$ cat src/rtl/alu_arbiter.sv
// Round-robin arbiter that shares one combinational ALU between two requesters.
// Optional ALU_ARB_LOCK_EN adds req0_lock/req1_lock so a requester can keep priority across ops.
module alu_arbiter #(
  parameter int unsigned WIDTH = 32,
  parameter int unsigned OPW   = 4
) (
  input  logic             clk,
  input  logic             rst_n,
  input  logic             req0_valid,
  output logic             req0_ready,
  input  logic [OPW-1:0]   req0_op,
  input  logic [WIDTH-1:0] req0_a,
  input  logic [WIDTH-1:0] req0_b,
  input  logic             req1_valid,
  output logic             req1_ready,
  input  logic [OPW-1:0]   req1_op,
  input  logic [WIDTH-1:0] req1_a,
  input  logic [WIDTH-1:0] req1_b,
`ifdef ALU_ARB_LOCK_EN
  input  logic             req0_lock,
  input  logic             req1_lock,
`endif
  output logic             rsp0_valid,
  input  logic             rsp0_ready,
  output logic [WIDTH-1:0] rsp0_f,
  output logic             rsp0_zf,
  output logic             rsp0_of,
  output logic             rsp1_valid,
  input  logic             rsp1_ready,
  output logic [WIDTH-1:0] rsp1_f,
  output logic             rsp1_zf,
  output logic             rsp1_of,
  output logic [OPW-1:0]   alu_op,
  output logic [WIDTH-1:0] alu_a,
  output logic [WIDTH-1:0] alu_b,
  input  logic [WIDTH-1:0] alu_f,
  input  logic             alu_zf,
  input  logic             alu_of
);

  localparam int unsigned LAST_LEGAL_OP = 7;

  typedef enum logic [1:0] {
    ST_IDLE = 2'd0,
    ST_EXEC = 2'd1,
    ST_RESP = 2'd2
  } state_t;

  state_t           r_state;
  state_t           w_next_state;
  logic             r_owner;
  logic             r_last_grant;
  logic [OPW-1:0]   r_alu_op;
  logic [WIDTH-1:0] r_alu_a;
  logic [WIDTH-1:0] r_alu_b;
  logic [WIDTH-1:0] r_f;
  logic             r_zf;
  logic             r_of;

  logic w_grant_id;
  logic w_req_hs;
  logic w_rsp_hs;
  logic w_illegal;
  logic w_update_last;

  // Tie goes to the requester that was not served last; rst_n gating keeps ready low in reset.
  always_comb begin
    w_grant_id = (req0_valid && req1_valid) ? ~r_last_grant : req1_valid;
    w_req_hs   = (r_state == ST_IDLE) && rst_n && (req0_valid || req1_valid);
    w_rsp_hs   = (r_state == ST_RESP) && (r_owner ? rsp1_ready : rsp0_ready);
    w_illegal  = (r_alu_op > OPW'(LAST_LEGAL_OP));
  end

`ifdef ALU_ARB_LOCK_EN
  logic r_lock;

  always_ff @(posedge clk or negedge rst_n) begin
    if (!rst_n) begin
      r_lock <= 1'b0;
    end else if (w_req_hs) begin
      r_lock <= w_grant_id ? req1_lock : req0_lock;
    end
  end

  assign w_update_last = ~r_lock;
`else
  assign w_update_last = 1'b1;
`endif

  // State register
  always_ff @(posedge clk or negedge rst_n) begin
    if (!rst_n) begin
      r_state <= ST_IDLE;
    end else begin
      r_state <= w_next_state;
    end
  end

  // Next-state logic
  always_comb begin
    w_next_state = r_state;
    case (r_state)
      ST_IDLE: if (w_req_hs) w_next_state = ST_EXEC;
      ST_EXEC: w_next_state = ST_RESP;
      ST_RESP: if (w_rsp_hs) w_next_state = ST_IDLE;
      default: w_next_state = ST_IDLE;
    endcase
  end

  // Output decode
  always_comb begin
    req0_ready = 1'b0;
    req1_ready = 1'b0;
    rsp0_valid = 1'b0;
    rsp1_valid = 1'b0;
    if (w_req_hs) begin
      req0_ready = ~w_grant_id;
      req1_ready = w_grant_id;
    end
    if (r_state == ST_RESP) begin
      rsp0_valid = ~r_owner;
      rsp1_valid = r_owner;
    end
  end

  // Operand latch, result capture and round-robin pointer
  always_ff @(posedge clk or negedge rst_n) begin
    if (!rst_n) begin
      r_owner      <= 1'b0;
      r_last_grant <= 1'b1;
      r_alu_op     <= '0;
      r_alu_a      <= '0;
      r_alu_b      <= '0;
      r_f          <= '0;
      r_zf         <= 1'b0;
      r_of         <= 1'b0;
    end else begin
      if (w_req_hs) begin
        r_owner  <= w_grant_id;
        r_alu_op <= w_grant_id ? req1_op : req0_op;
        r_alu_a  <= w_grant_id ? req1_a : req0_a;
        r_alu_b  <= w_grant_id ? req1_b : req0_b;
      end
      if (r_state == ST_EXEC) begin
        if (w_illegal) begin
          r_f  <= '0;
          r_zf <= 1'b1;
          r_of <= 1'b0;
        end else begin
          r_f  <= alu_f;
          r_zf <= alu_zf;
          r_of <= alu_of;
        end
      end
      if (w_rsp_hs && w_update_last) begin
        r_last_grant <= r_owner;
      end
    end
  end

  assign alu_op  = r_alu_op;
  assign alu_a   = r_alu_a;
  assign alu_b   = r_alu_b;
  assign rsp0_f  = r_f;
  assign rsp0_zf = r_zf;
  assign rsp0_of = r_of;
  assign rsp1_f  = r_f;
  assign rsp1_zf = r_zf;
  assign rsp1_of = r_of;

endmodule

$ cat config.mk
export PLATFORM = sky130hd
export DESIGN_NAME = alu_arbiter
export DESIGN_NICKNAME = d
export VERILOG_FILES = /design/src/rtl/alu_arbiter.sv
export SDC_FILE = /design/constraint.sdc
export NUM_CORES = 1
export LEC_CHECK = 0
export CAP_MARGIN = 20
export CORE_ASPECT_RATIO = 0.5
export CORE_MARGIN = 2
export CORE_UTILIZATION = 40
export CTS_BUF_LIST = sky130_fd_sc_hd__clkbuf_16
export DETAILED_ROUTE_END_ITERATION = 12
export PLACE_DENSITY = 0.93
export SYNTH_ARGS = -nofsm -noshare
export SYNTH_HDL_FRONTEND = slang
export SYNTH_SLANG_ARGS = --single-unit
$ cat constraint.sdc
create_clock -name clk -period 5.34 [get_ports clk]
set_clock_uncertainty 0.2 [all_clocks]
set_input_delay 0.534 -clock clk [delete_from_list [all_inputs] [get_ports clk]]
set_output_delay 0.534 -clock clk [all_outputs]
set_load 0.02 [all_outputs]
== After elaboration in Yosys (flattened, before gate mapping) ==
Cells that the tools add are included.
W data, S select, Z words.

* Register bits: 106
* Bits in latches: 0
* RAM bits: 0
* Memory bits (read-only): 0
* Input bits: 176
* Output and inout bits: 140
* Memories: 0

* Add/subtract/negate cells: 0
* Multipliers: 0
* Div/mod/pow operators: 0
* Order comparisons: 1
* Equal/unequal tests: 4
* Shifts and indexed selects: 0
* Multiplexer cells: 15
* Bitwise gates (word level): 3
* Reductions and logical operators: 7

{| class="wikitable"
|+ Operators by type and width
! kind !! count
|-
| $mux W32 || 3
|-
| $mux W1 || 8
|-
| $pmux W2 S3 || 1
|-
| $gt A4 B3 Y1 const B || 1
|-
| $logic_and A1 B1 Y1 || 4
|-
| $mux W2 || 2
|-
| $mux W4 || 1
|-
| $ne A2 B2 Y1 const B || 2
|-
| $not A1 Y1 || 3
|-
| $eq A2 B1 Y1 const B || 1
|-
| $eq A2 B2 Y1 const B || 1
|-
| $logic_not A2 Y1 || 1
|-
| $reduce_and A2 Y1 || 1
|-
| $logic_or A1 B1 Y1 || 1
|}

== Longest topological paths before layout ==
* Word-level depth: 5
* Depth in mapped cells: 6
* Mapped depth without buffers: 3

== Least setup slack after synthesis ==
Ideal clock, no wire load.

* Path type: input to output
* Start point: input rst_n
* End point: output req0_ready
* Data arrival time: 1.799 ns
* Path slack: 2.807 ns
* Stages on the path: 5
* Path buffers: 3
* Cells stage by stage: or3b_1 -> buf_2 -> buf_6 -> buf_6 -> nor3b_1

* Longest elaborated chain between the ends: 3

{| class="wikitable"
|+ Ends and longest elaborated chain
! what !! line !! text
|-
| from (decl) || 8 || <nowiki>input logic rst_n,</nowiki>
|-
| $logic_and A1 B1 Y1 (2 in a row) || 69 || <nowiki>w_req_hs = (r_state == ST_IDLE) && rst_n && (req0_valid || req1_valid);</nowiki>
|-
| $mux W1 || 116 || <nowiki>if (w_req_hs) begin</nowiki>
|-
| to (decl) || 10 || <nowiki>output logic req0_ready,</nowiki>
|}

Every way passes these cells.

== Worst setup path in the final report ==
* Start point: input rst_n
* End point: output req1_ready

* Longest elaborated chain between the ends: 3

{| class="wikitable"
|+ Ends and longest elaborated chain
! what !! line !! text
|-
| $logic_and A1 B1 Y1 (2 in a row) || 69 ||
|-
| $mux W1 || 116 ||
|-
| to (decl) || 15 || <nowiki>output logic req1_ready,</nowiki>
|}

Every way passes these cells.

==> flow_summary.ini <==
[clock_tree]
htreeDepth = 3
clk_latency_ns = 0.34
cts.path.max_buffers = 2
cts.reportedPaths.clkPinSlew_ns = 0.07
cts.repair.resized = 0
cts_made_buffers = 9
root_buffer = clkbuf_16
cts_tree = yes
post_cts_buffers = 0
numClockSinks = 106

[finish]
seqCellArea_um2 = 2650
postLayoutCoreUtil_pct = 67.0
nFillCells = 967
antenna_cells = 0
finalInstanceArea_um2 = 8390
drive_gt1_share_pct = 5.32
multi_input_area_um2 = 1970
syn_to_final_growth_pct = 65.3
layout.nets = 942
instances_no_fill = 941

[die]
boundaryPins = 316
rows = 29
die_w_um = 163
design.core.area_um2 = 12500
die_h_um = 83.7
die_area_um2 = 13700
start_util_pct = 40.6

[global_routing]
use_met1_pct = 32.5
top_usage_layer = met2
grt_util_met3_pct = 4.72
grt_pass1_vias = 5033
grt_use_met2_pct = 44.5
grt_max_degree = 80
global_route.overflow_total = 0
grt_first_pass_wirelength_um = 27600
grtUsageTotal_pct = 25.8
antenna_found_initial = 0

[timing]
rsz0062_at_grt = false
final.period_utilization_pct = 77.6
tightestPinTransition_ns = 0.930
slew_viol_final = 0
setup_viol = 0
finalSetupTns_ns = 0
maxSlewHeadroom_pct = 38.0
finalHoldViolCount = 0
period_minus_slack_ns = 4.14
max_freq_ghz = 0.241

[yosys]
synth_fp_nets = 691
ys.flop_type = dfrtp_1
netlist_instances = 515
yosysTopAreaCell = dfrtp_1
yosys-top-cells-area = dfrtp_1 (52%), a221o_1 (13%), nand2_1 (7.7%)
synthTopCellsByCount = dfrtp_1 (105), nand2_1 (104), a221o_1 (68), nor3_1 (59), nand2b_1 (35)
synth_edf_count = 0
ys_ff_latch = 106
synth.most_common_cell = dfrtp_1
avgSynthCellArea_um2 = 9.86
synthArstFlopShare_pct = 100
yosysSeqAreaShare_pct = 52.3
netlist_area_um2 = 5080
yosys_warnings = 0
synthDominantCellAreaShare_pct = 51.7
synth_cell_types = 24

[route]
via_per_inst = 5.44
via_count = 5115
first_pass_iters = 5
totalWireLength_um = 18100
ant_nets = 0
wl_per_cell_um = 19.2
drtIter0Drc = 382
drc = 0

[power]
power.leakage_nw = 3.47
vdd_drop_max_uv = 256
powerDensity_nw_per_um2 = 546
p_total_mw = 4.58

[setup_path]
cp-start-kind = input pin
worstPathArrival_ns = 3.41
path_class = input pin to output port
critical_path.top_delay_family = buffers and inverters
cp_num_buf_inv = 3
slowest_delay_ns = 0.72
slowest_stage = clkdlybuf4s50_1
crit_path_max_fanout = 30
end_kind = output port
critical_path_required_ns = 4.61
crit_chain = dlygate4sd3_1, buf_4, nor3b_1, and3_2, clkdlybuf4s50_1

[run_status]
status = complete, no violations

[place]
hpwl_um = 12800
placedCellCount = 922
port_buffers = 315
placed_area_um2 = 8030
routabilityCongestion = 0.890

[worst_hold_path]
hold_path_class = flop to flop

[job]
cap_violations = 0
==> sequential cells by signal (all words and copies together) (netlist names) <==
signal        flops
r_state           2
rsp0_of           1
rsp0_zf           1
alu_op            4
rsp0_f           32
r_last_grant      1
r_owner           1
alu_b            32
alu_a            32
==> final timing paths <==
check / start / end / slack [ns] / cells after the start
max: rst_n / req1_ready / 1.20 / 5
min: rsp0_f[17]$_DFFE_PN0N_ / rsp0_f[17]$_DFFE_PN0N_ / 0.31 / 2
max reg2reg: r_state[0]$_DFFE_PN0P_ / alu_b[12]$_DFFE_PN0P_ / 2.69 / 4
min reg2reg: rsp0_f[17]$_DFFE_PN0N_ / rsp0_f[17]$_DFFE_PN0N_ / 0.31 / 2
max in group asynchronous: rst_n / r_last_grant$_DFFE_PN1P_ / 3.48 / 4
min in group asynchronous: rst_n / alu_a[4]$_DFFE_PN0P_ / 0.53 / 2
==> stage by stage <==
step	worst slack (ns)	hold WS, ns
5_1_grt	1.05	0.332
3_3_place_gp	1.88	0.280
3_5_place_dp	1.86	0.284
4_1_cts	1.26	0.315
6_report	1.20	0.313
2_1_floorplan	2.81	0.0384
==> metal layers <==
metal	vias up	wire, um	share of wire [%]
met5	-	0	0
met4	0	602	3.3
met3	52	1100	6.1
met2	247	9230	51
met1	2514	7170	40
li1	2302	-	-
==> cells by family (layout without fill, tap and decap cells) <==
kind of cell,count (synthesis),in the layout,synth area share (%)
AO/OA/AOI/OAI,107,107,17.4
buffers and inverters,85,341,9.39
flip-flops,106,106,52.3
multiplexers,1,1,0.222
AND/OR/NAND/NOR,216,216,20.7
==> worst min-delay path, cell delays in order (launching register included) <==
cell     delay [ns]
dfrtp_1        0.37
nand2_1        0.05
o21ai_0        0.06
==> placed cells by master (no fill, tap or decap), types with 2 or more instances in the layout <==
master           instances
nor2_1                   2
a21o_1                   2
o21ai_0                 32
clkdlybuf4s50_1        313
o21ai_1                  3
buf_4                    7
inv_8                    2
nand2_1                104
dfrtp_1                105
nand2b_1                34
nor3_1                  59
nor3b_1                  2
nor3_2                   9
a221o_1                 68
clkbuf_16                9
==> where the power goes <==
group	switching [mW]	total (mW)	internal, mW
Clock	0.309	0.679	0.369
Sequential	0.305	1.47	1.16
Combinational	1.21	2.43	1.22
Total	1.83	4.58	2.75
==> final cells by class <==
cell class | count | share of cell area [%]
Timing Repair Buffer | 324 | 38.7
Sequential cell | 106 | 31.6
Multi-Input combinational cell | 324 | 23.5
Clock buffer | 9 | 2.68
Tap cell | 170 | 2.54
Clock inverter | 7 | 0.925
Inverter | 1 | 0.0447
==> what timing repair did <==
action,in CTS,in global routing
hold buffers,1,0
endpoints found under the hold margin,27,0
setup endpoints to repair,0,0
Power figures use the tool's default switching activity.
